<file path="src/rtl/pattern_seq_gen.sv">
// ---------------------------------------------------------------------------
// pattern_seq_gen
//
// Serial pattern generator that shifts a loadable pattern out on a single
// registered output bit. Three modes are supported:
//   00 one-shot : emit len_q bits of the pattern once, then return to IDLE
//   01 repeat   : emit len_q bits of the pattern over and over
//   10 LFSR     : emit a pseudo-random stream from a right-shifting LFSR
//   11 reserved : handled exactly like one-shot
//
// Ports
//   clk      in   single clock, rising edge
//   rst_n    in   synchronous active-low reset
//   load     in   capture pattern/len/mode into shadow registers (IDLE only)
//   pattern  in   WIDTH-bit pattern, or LFSR seed; bit 0 is emitted first
//   len      in   number of bits to emit; 0 or >WIDTH is stored as WIDTH
//   mode     in   operating mode (see above)
//   start    in   begin emission (IDLE only); may share a cycle with load
//   stop     in   abort emission (RUN only), no done pulse
//   en       in   step enable while running; low holds all state
//   y        out  serial output bit
//   busy     out  high while running
//   done     out  one-cycle pulse at sequence end, pattern wrap or LFSR wrap
//   bit_idx  out  index of the bit currently on y (0 in LFSR mode)
// ---------------------------------------------------------------------------
module pattern_seq_gen #(
    parameter int               WIDTH = 8,
    parameter logic [WIDTH-1:0] TAPS  = WIDTH'(8'h1D),
    parameter int               LW    = $clog2(WIDTH) + 1
) (
    input  logic             clk,
    input  logic             rst_n,
    input  logic             load,
    input  logic [WIDTH-1:0] pattern,
    input  logic [LW-1:0]    len,
    input  logic [1:0]       mode,
    input  logic             start,
    input  logic             stop,
    input  logic             en,
    output logic             y,
    output logic             busy,
    output logic             done,
    output logic [LW-1:0]    bit_idx
);

    localparam logic [1:0]       MODE_ONESHOT = 2'b00;
    localparam logic [1:0]       MODE_REPEAT  = 2'b01;
    localparam logic [1:0]       MODE_LFSR    = 2'b10;
    localparam logic [LW-1:0]    LEN_MAX      = LW'(WIDTH);
    localparam logic [WIDTH-1:0] SEED_ONE     = WIDTH'(1);

    typedef enum logic {
        IDLE = 1'b0,
        RUN  = 1'b1
    } state_t;

    state_t           state;

    // Shadow registers holding the configuration of the current/next run
    logic [WIDTH-1:0] pat_q;
    logic [LW-1:0]    len_q;
    logic [1:0]       mode_q;
    logic [WIDTH-1:0] lfsr_q;

    // Sanitised versions of the raw inputs, as they would be stored
    logic [1:0]       in_mode;
    logic [LW-1:0]    in_len;
    logic [WIDTH-1:0] in_seed;
    logic [WIDTH-1:0] in_pat;

    // Configuration seen by a start; load in the same cycle bypasses the
    // shadow registers so the new values take effect immediately
    logic [1:0]       go_mode;
    logic [WIDTH-1:0] go_pat;
    logic [WIDTH-1:0] go_seed;

    // Step helpers
    logic             fb;
    logic [WIDTH-1:0] lfsr_next;
    logic [LW-1:0]    next_idx;
    logic [WIDTH-1:0] pat_shifted;
    logic             last_bit;

    // Clean up the load inputs: reserved mode folds to one-shot, an
    // out-of-range length becomes the full width, and an all-zero seed
    // (which would lock the LFSR) becomes 1. The zero fix is applied to
    // pat_q only in LFSR mode, because a zero pattern is legitimate data
    // for one-shot/repeat. pat_q doubles as the wrap reference for LFSR.
    always_comb begin
        in_mode = (mode == 2'b11) ? MODE_ONESHOT : mode;
        in_len  = (len == '0 || len > LEN_MAX) ? LEN_MAX : len;
        in_seed = (pattern == '0) ? SEED_ONE : pattern;
        in_pat  = (in_mode == MODE_LFSR) ? in_seed : pattern;

        go_mode = load ? in_mode : mode_q;
        go_pat  = load ? in_pat  : pat_q;
        go_seed = (go_pat == '0) ? SEED_ONE : go_pat;
    end

    // Next-step values for both the shift-out path and the LFSR path.
    // The pattern is indexed with a shift so the index width never has
    // to match the pattern width exactly.
    always_comb begin
        fb          = ^(lfsr_q & TAPS);
        lfsr_next   = {fb, lfsr_q[WIDTH-1:1]};
        next_idx    = bit_idx + 1'b1;
        pat_shifted = pat_q >> next_idx;
        last_bit    = (bit_idx == len_q - 1'b1);
    end

    // Main state machine. All outputs are registered here; done defaults
    // low every cycle so it can only ever be a single-cycle pulse unless
    // a one-bit repeat sequence wraps on consecutive steps. Stop wins over
    // stepping and is honoured even while en is low.
    always_ff @(posedge clk) begin
        if (!rst_n) begin
            state   <= IDLE;
            y       <= 1'b0;
            busy    <= 1'b0;
            done    <= 1'b0;
            bit_idx <= '0;
            pat_q   <= '0;
            len_q   <= LEN_MAX;
            mode_q  <= MODE_ONESHOT;
            lfsr_q  <= SEED_ONE;
        end else begin
            done <= 1'b0;
            case (state)
                IDLE: begin
                    if (load) begin
                        pat_q  <= in_pat;
                        len_q  <= in_len;
                        mode_q <= in_mode;
                        lfsr_q <= in_seed;
                    end
                    if (start) begin
                        state   <= RUN;
                        busy    <= 1'b1;
                        bit_idx <= '0;
                        if (go_mode == MODE_LFSR) begin
                            lfsr_q <= go_seed;
                            y      <= go_seed[0];
                        end else begin
                            y <= go_pat[0];
                        end
                    end
                end

                RUN: begin
                    if (stop) begin
                        state   <= IDLE;
                        busy    <= 1'b0;
                        y       <= 1'b0;
                        bit_idx <= '0;
                    end else if (en) begin
                        if (mode_q == MODE_LFSR) begin
                            // Wrap is detected on the value being loaded,
                            // so done lines up with the seed reappearing
                            lfsr_q <= lfsr_next;
                            y      <= lfsr_next[0];
                            if (lfsr_next == pat_q) begin
                                done <= 1'b1;
                            end
                        end else if (!last_bit) begin
                            bit_idx <= next_idx;
                            y       <= pat_shifted[0];
                        end else if (mode_q == MODE_REPEAT) begin
                            bit_idx <= '0;
                            y       <= pat_q[0];
                            done    <= 1'b1;
                        end else begin
                            state   <= IDLE;
                            busy    <= 1'b0;
                            y       <= 1'b0;
                            bit_idx <= '0;
                            done    <= 1'b1;
                        end
                    end
                end

                default: begin
                    state <= IDLE;
                    busy  <= 1'b0;
                    y     <= 1'b0;
                end
            endcase
        end
    end

endmodule
</file>
<file path="config.mk">
export PLATFORM = sky130hd
export DESIGN_NAME = pattern_seq_gen
export DESIGN_NICKNAME = d
export VERILOG_FILES = /design/src/rtl/pattern_seq_gen.sv
export SDC_FILE = /design/constraint.sdc
export NUM_CORES = 1
export LEC_CHECK = 0
export BUFFER_PORTS_ARGS = -buffer_cell sky130_fd_sc_hd__buf_2
export CAP_MARGIN = 15
export CORE_ASPECT_RATIO = 0.75
export CORE_MARGIN = 1
export CORE_UTILIZATION = 57
export DETAILED_ROUTE_END_ITERATION = 7
export GPL_ROUTABILITY_DRIVEN = 0
export HOLD_SLACK_MARGIN = 0.1
export PLACE_DENSITY = 0.82
export SETUP_SLACK_MARGIN = 0.2
export SYNTH_ARGS = -nofsm -noshare
export SYNTH_HDL_FRONTEND = slang
export SYNTH_SLANG_ARGS = --single-unit
</file>
<file path="constraint.sdc">
create_clock -name clk -period 2.25 [get_ports clk]
set_input_delay 0.45 -clock clk [delete_from_list [all_inputs] [get_ports clk]]
set_output_delay 0.45 -clock clk [all_outputs]
set_load 0.01 [all_outputs]
</file>
* After elaboration in Yosys (flattened, before gate mapping)
Cells that the tools add are included.
Widths: inputs -> output; s select.
** Word-level totals
- Output and inout port bits :: 7
- Input port bits :: 20
- Flip-flop bits (word level) :: 30
- Word-level logic and storage cells :: 87
** Cells by class
- Reduce and logical (&&, ||, !) cells :: 11
- Add/subtract/negate cells :: 2
- Shifts and indexed selects :: 1
- Multiplexer cells :: 45
- Eq/ne operators :: 15
- Order comparisons :: 1
- Bitwise operators :: 3
** Operator list (count)
- $mux 8 :: 10
- $mux 4 :: 6
- $mux 1 :: 22
- $logic_not 8->1 :: 2
- $pmux 8 s2 :: 1
- $ne 3x3->1 const B :: 3
- $eq 2x2->1 const B :: 4
- $eq 8x8->1 :: 1
- $pmux 4 s2 :: 1
- $reduce_xor 8->1 :: 1
- $shr 8x4->1 :: 1
- $ne 2x2->1 const B :: 3
- $pmux 1 s2 :: 3
- $reduce_and 3->1 :: 2
- $reduce_and 5->1 :: 1
- $add 4x1->4 const B :: 1
- $eq 4x4->1 :: 1
- $gt 4x4->1 const B :: 1
- $logic_not 4->1 :: 1
- $mux 2 :: 2
- $reduce_and 2->1 :: 2
- $reduce_or 4->1 :: 1
- $sub 4x1->4 const B :: 1
- $ne 3x2->1 const B :: 1
- 4 further kinds :: 6

* Logic depth before layout (Yosys ltp)
Gate-level depths: netlist (run 1).
- Depth in word-level cells :: 10
- Gate-level depth with buffers :: 7
- Depth with buffers taken out :: 7

* Least setup slack after synthesis (run 1)
Ideal clock, no wire load.
- Kind :: flip-flop to flip-flop
- From :: register bit_idx[1]
- To :: register y
- Data required time :: 2.126 ns
- Slack :: 0.288 ns
- Clock period less this slack :: 1.962 ns
- Buffers on the path :: 0
- Stages on the path, launching flop included :: 7
- Setup time :: 0.124 ns
- Arrival time :: 1.838 ns
- Cell sequence :: dfxtp_1 > ha_1 > mux4_1 > mux2_2 > o211a_1 > o221ai_1 > a31oi_1
** On the way
- Word-level cells in the longest chain between the ends :: 7
- Elaborated cells on any way between the ends :: 8
- Those cells by class :: 1 x add/sub; 1 x eq/ne; 1 x shift; 5 x mux
** RTL lines
- from (decl) :: line 43 : output logic [LW-1:0] bit_idx
- from (signal assigned) :: line 165 : bit_idx <= next_idx;
- $add 4x1->4 :: line 106 : next_idx = bit_idx + 1'b1;
- $shr 8x4->1 :: line 107 : pat_shifted = pat_q >> next_idx;
- $mux 1 * :: line 164 : end else if (!last_bit) begin
- $mux 1 * :: line 156 : if (mode_q == MODE_LFSR) begin
- $mux 1 * :: line 155 : end else if (en) begin
- $mux 1 * :: line 150 : if (stop) begin
- $pmux 1 s2 * :: line 128 : case (state)
- to (signal assigned) :: line 160 : y <= lfsr_next[0];
- to (signal assigned) :: line 166 : y <= pat_shifted[0];
- to (signal assigned) :: line 169 : y <= pat_q[0];
- to (decl) :: line 40 : output logic y,
Mark *: on every way between the ends. The rest lies on a longest branch, timed or not. The select of a mux whose other input is x is not followed.
A chain may end at the register's enable or synchronous reset.

* Final worst setup path (run 1)
Same ends and word-level chain as after synthesis.

==> results of run 1 <==
[kinds of logic after synthesis]
family          count (synthesis)  share of synthesized area [%]
compound gates                 60                           23.1
xor+xnor                       18                           8.90
fa+ha+maj                       2                           1.30
buf+inv                        19                           4.74
flops                          30                           31.2
mux                            15                           9.62
simple gates                   78                           21.1
[per-stage QoR]
step	instance area, um^2	power, W	worst slack (ns)	hold slack, ns
floorplan	1930	0.000783	0.288	0.454
global placement	2080	0.000852	0.282	0.477
detailed placement	2080	0.000858	0.188	0.480
CTS	2170	0.00130	0.244	0.431
global route	2190	0.00137	0.201	0.436
finish	2190	0.00130	0.320	0.428
[cell usage in the layout, fill, tap and decap left out, drive strengths merged, types with 2 or more instances in the layout]
master   n
nand2   32
buf     32
dfxtp   30
a21boi  15
o21ai   13
xor2    11
mux2i   11
a22o     8
inv      7
clkbuf   7
nor2     6
nand3b   6
xnor2    6
nor2b    6
nand2b   5
nor3     5
a21oi    4
nor4     4
nand3    4
o211a    3
and2     3
nor3b    3
a22oi    2
o221ai   2
o31ai    2
a31oi    2
mux2     2
o211ai   2
mux4     2
ha       2
[area by class of cell]
cell class              instances  area share (%)
repair buffers                 32            8.00
clock inverters                 1           0.229
multi-input cells             173            56.9
well taps                      38            2.17
clock buffers                   7            3.95
inverters                       7            1.20
flip-flops and latches         30            27.5
[flip-flops by register name, summed over array words and instances, names as in the netlist]
| name | count |
|---|---|
| mode_q | 2 |
| pat_q | 8 |
| state | 1 |
| y | 1 |
| lfsr_q | 8 |
| busy | 1 |
| done | 1 |
| bit_idx | 4 |
| len_q | 4 |
[per-layer routing]
metal	vias to the layer above	wire, um	global-route usage, %
li1	845	-	-
met2	56	1740	36.2
met3	6	358	9.23
met5	-	0	0
met4	0	49	10.5
met1	756	2220	38.8
[power by group]
part           total (W)  switching [W]  internal [W]
sequential      0.000605      0.0000421      0.000563
clock           0.000450       0.000204      0.000246
combinational   0.000248       0.000132      0.000116
total            0.00130       0.000378      0.000925
[critical path, cell delays in order (launching register included)]
cell      delay, ns
dfxtp_2        0.35
ha_4           0.28
mux4_1         0.53
mux2_2         0.27
o211a_1        0.12
o221ai_1       0.16
a31oi_1        0.10
[worst min path at each step]
stage / to / slack, ns / cells past startpoint
6_report: pat_q[4] / 0.43 / 3
5_1_grt: pat_q[4] / 0.44 / 3
4_1_cts: pat_q[4] / 0.43 / 3
3_5_place_dp: len_q[1] / 0.48 / 2
3_3_place_gp: mode_q[1] / 0.48 / 2
2_1_floorplan: mode_q[0] / 0.45 / 2
==> summary.md, run 1 <==
| Metric | Value |
|---|---|
| Status | `complete, no violations` |
| Multi-input logic area | `1250 um^2` |
| Max Root-Sink Buffers | `2` |
| CP startpoint | `bit_idx[1]` |
| Fin. Hold Viols | `0` |
| Mapped Area | `1930 um^2` |
| Via count | `1663` |
| Nets | `271` |
| Ys flop type | `dfxtp_1` |
| Initial Util | `62.4%` |
| Fin crit share | `85.8%` |
| Hold WC Path Type | `in2reg` |
| Worst r2r path cells | `6` |
| CP Capture Point | `y` |
| Maximum number of pins on one net before global-route repair | `23` |
| Sequential Area | `602 um^2` |
| Worst slew pin tran | `0.507 ns` |
| Clk Tree Root Cell | `clkbuf_8` |
| Worst vdd rail ir drop | `451 uV` |
| Setup crit end kind | `flop` |
| Post-placement cell count | `280` |
| Core area | `3080 um^2` |
| Yosys reg bits | `30` |
| Hold Path Origin | `pattern[4]` |
| Diode count | `0` |
| Antenna violations before repair | `0` |
| Endpoint of the worst-slack reg-to-reg timing path | `y` |
| First DRT Iteration DRCs | `77` |
| Vias in the first global route | `1533` |
| First-pass GRT wire length | `7320 um` |
| CTS sink count | `30` |
| Io pins | `27` |
| Die area | `3620 um^2` |
| Commonest cells post-synth | `nand2_1, dfxtp_1, a21boi_0` |
| Cell taking the most area after synthesis | `dfxtp_1` |
| Area growth syn-to-layout | `13.6%` |
| H-tree Lvls | `2` |
| All-Layer GR Usage | `26.9%` |
| Post-CTS Setup Inserts | `0` |
| Fillers | `240` |
| Fraction of registers with async set/reset | `0%` |
| Die H | `52.3 um` |
| Drt drc | `0` |
| Cts-stage hold buffer count | `0` |
| Yosys warning total | `0` |
| Worst r2r src | `bit_idx[1]` |
| Setup TNS | `0 ns` |
| Post-synthesis sequential area ratio | `31.2%` |
| Gr ovfl total | `0` |
| Clock Latency Late Sink | `0.29 ns` |
| Worst Path Required | `2.42 ns` |
| Vias per inst | `5.77` |
| ANT nets after route | `0` |
| Synth top area cells | `dfxtp_1, nand2_1, mux2i_1` |
| Unrepaired setup endpoints after global routing | `no` |
| Post-CTS sizing | `0` |
| Routed wire length | `4370 um` |
| Setup CP Type | `reg2reg` |
| Row cnt | `17` |
| Crit path DAT | `2.10 ns` |
| Synth Instances | `222` |
| Syn_nets | `244` |
| Number of max-cap violations | `0` |
| PortBufs | `26` |
| Count of different cell masters after synthesis | `51` |
| Most common cell in the netlist | `nand2_1` |
| CTS tree | `yes` |
| Final HPWL DP | `3220 um` |
| Slew Viols, Final | `0` |
| Setup violators final | `0` |
| Power per cell area | `596 nW/um^2` |
| Leak | `0.945 nW` |
| Final Critical Period | `1.93 ns` |
| Skew final | `0.00235 ns` |
| Worst-path fanout max | `5` |
| Maximum clock rate | `518 MHz` |
| Worst Setup Start Kind | `flop` |
| Avg Synthesized Cell Area | `8.67 um^2` |
| Top cell type's share of synthesized area | `31.2%` |
| DRT Pass-1 Iters | `4` |
| Final non-filler cell total | `288` |
| Total CTS buffers | `5` |
| Clock transition at path regs | `0.06 ns` |
| Share of layout cells above drive strength 1 | `20.0%` |
| Wire per inst | `15.2 um` |
| Normalized max-slew margin | `65.9%` |
| EDFF count, synth | `0` |
| Post-layout util | `71.0%` |
| Die width | `69.1 um` |
| Worst R2R Setup Slack | `0.32 ns` |
Power figures use the tool's default switching activity.
==> inputs of run 2 (changes only) <==
Settings changed: ABC_AREA from default to 1.
==> summary.md, run 2 <==
| Metric | Value |
|---|---|
| Status | `complete, but fails checks` |
| Failing checks | `design-rule violations` |
| Worst vdd rail ir drop | `330 uV` |
| Avg Synthesized Cell Area | `6.45 um^2` |
| Multi-input logic area | `1190 um^2` |
| Io pins | `27` |
| Worst path max stage delay | `0.35 ns` |
| Clock transition at path regs | `0.07 ns` |
| Routed wire length | `5150 um` |
| Antenna violations before repair | `0` |
| Drt drc | `6` |
| PortBufs | `26` |
| Worst Setup Start Kind | `flop` |
| M3 GR Usage | `7.05%` |
| Fraction of registers with async set/reset | `0%` |
| Normalized max-slew margin | `63.0%` |
| ANT nets after route | `0` |
| Final HPWL DP | `3840 um` |
| Maximum number of pins on one net before global-route repair | `23` |
| Most frequent cells in the layout | `nand2_1, inv_1, dfxtp_1` |
| First-pass GRT wire length | `8290 um` |
| Clock Latency Late Sink | `0.29 ns` |
| Worst Path Required | `2.43 ns` |
| DRT Pass-1 Iters | `8` |
| CTS tree | `yes` |
| Number of max-cap violations | `0` |
| Fin. Hold Viols | `0` |
| Post-CTS Setup Inserts | `0` |
| Hold WC Path Type | `in2reg` |
| Vias per inst | `5.54` |
| Die H | `53.5 um` |
| Power, Total | `0.00141 W` |
| Sequential Area | `601 um^2` |
| Leak | `1.03 nW` |
| Setup crit end kind | `flop` |
| EDFF count, synth | `0` |
| Cts-stage hold buffer count | `0` |
| Share of layout cells above drive strength 1 | `15.4%` |
| Total CTS buffers | `5` |
| Setup CP Type | `reg2reg` |
| Yosys warning total | `0` |
| Worst-path fanout max | `3` |
| Ys flop type | `dfxtp_1` |
| Yosys reg bits | `30` |
| CTS sink count | `30` |
| CP most frequent cell | `nand2_1` |
| Synth top area cells | `dfxtp_1, nand2_1, inv_1` |
| Area growth syn-to-layout | `11.2%` |
| Crit path DAT | `1.94 ns` |
| Diode count | `0` |
| Fillers | `322` |
| Maximum clock rate | `570 MHz` |
| Sequence of cells on the critical path | `inv_1 -> ha_1 -> nand2_1 -> inv_1 -> nor2_1 -> nand2_1 -> nor2_1 -> nand2_1 -> nand2_1 -> nand3_1 -> a21oi_1 -> nor2_1` |
| Wire per inst | `13.6 um` |
| Slowest CP cell | `dfxtp_1` |
| Syn_nets | `334` |
| All-Layer GR Usage | `29.7%` |
| Grt peak-use layer | `met2` |
| Most common cell in the netlist | `nand2_1` |
| Top cell type's share of synthesized area | `29.8%` |
| Worst slew pin tran | `0.554 ns` |
| Core area | `3330 um^2` |
| Slew Viols, Final | `0` |
| Cell taking the most area after synthesis | `dfxtp_1` |
| Synth Instances | `312` |
| Vias in the first global route | `1741` |
| Mapped Area | `2010 um^2` |
| First DRT Iteration DRCs | `133` |
| Commonest cells post-synth | `nand2_1, inv_1, dfxtp_1` |
| Max Root-Sink Buffers | `2` |
| Die width | `70.6 um` |
| Die area | `3780 um^2` |
| Met1 Usage GRT | `41.0%` |
| Row cnt | `18` |
| Nets | `359` |
| Gr ovfl total | `0` |
| Fin crit share | `77.9%` |
| Power per cell area | `631 nW/um^2` |
| Setup violators final | `0` |
| H-tree Lvls | `2` |
| Clk Tree Root Cell | `clkbuf_8` |
| Commonest non-fill, non-tap cell in the layout | `nand2_1` |
| Count of different cell masters after synthesis | `32` |
| Unrepaired setup endpoints after global routing | `no` |
| Post-synthesis sequential area ratio | `29.8%` |
| Initial Util | `60.4%` |
| Skew final | `0.00312 ns` |
| Setup TNS | `0 ns` |
| Final Critical Period | `1.75 ns` |
| Post-CTS sizing | `0` |
| Met2 Use GR | `46.9%` |
| Via count | `2094` |
| Largest registers | `lfsr_q: 8 flops, pat_q: 8 flops` |
-- run 2: changes by cell type after synthesis, sizes merged, moves of 5 or more --
| cell | change |
|---|---|
| a22o | -8 |
| nor2 | +23 |
| inv | +34 |
| nand2b | -5 |
| nand3 | +23 |
| nand2 | +48 |
| a31oi | +6 |
| a21oi | +24 |
| a21boi | -15 |
| nand3b | -6 |
| nor2b | -6 |
| o21ai | +9 |
| mux2i | -11 |
| xor2 | -7 |
-- run 2: final timing paths --
kind	start	to	slack [ns]	cells past startpoint
max	len_q[0]	busy	0.50	12
max reg2reg	len_q[0]	busy	0.50	12
min reg2reg	busy	busy	0.50	2
min	en	done	0.43	3
-- run 2: cell type report --
type / count / area share [%]
Clock buffer: 7 / 3.86
Multi-Input combinational cell: 230 / 53.3
Timing Repair Buffer: 28 / 6.48
Tap cell: 40 / 2.24
Clock inverter: 1 / 0.224
Sequential cell: 30 / 26.8
Inverter: 42 / 7.04
-- run 2: through the flow --
stage / instances / worst slack [ns] / hold slack [ns] / area [um^2] / util, %
CTS: 378 / 0.490 / 0.422 / 2240 / 67.2
floorplan: 312 / 0.694 / 0.461 / 2010 / -
detailed placement: 370 / 0.278 / 0.485 / 2150 / 64.4
global route: 378 / 0.254 / 0.437 / 2240 / 67.2
global placement: 370 / 0.348 / 0.467 / 2150 / 64.4
finish: 378 / 0.496 / 0.427 / 2240 / 67.2
-- run 2: power breakdown --
part           internal [W]  switching (W)
sequential         0.000571      0.0000391
combinational      0.000121       0.000211
clock              0.000247       0.000224
total              0.000939       0.000473
-- run 2: critical path, delay by kind of cell, from the launching register on --
| kind | cells | cell delay [ns] |
|---|---|---|
| adder cells (fa/ha/maj) | 1 | 0.31 |
| flip-flops | 1 | 0.35 |
| AO/OA/AOI/OAI | 1 | 0.13 |
| buffers and inverters | 2 | 0.11 |
| AND/OR/NAND/NOR | 8 | 0.74 |
-- run 2: kinds of logic after synthesis --
kind of cell,synth area share [%]
AOI/OAI and AO/OA,20.3
buffers and inverters,10.9
xor gates and xnor gates,4.79
and+or+nand+nor,32.9
DFF,29.8
adders and majority gates,1.24
-- run 2: per-layer routing --
| layer | vias up | wire (um) |
|---|---|---|
| li1 | 1074 | - |
| met1 | 913 | 2520 |
| met2 | 92 | 2180 |
| met3 | 15 | 384 |
| met4 | 0 | 68 |
| met5 | - | 0 |
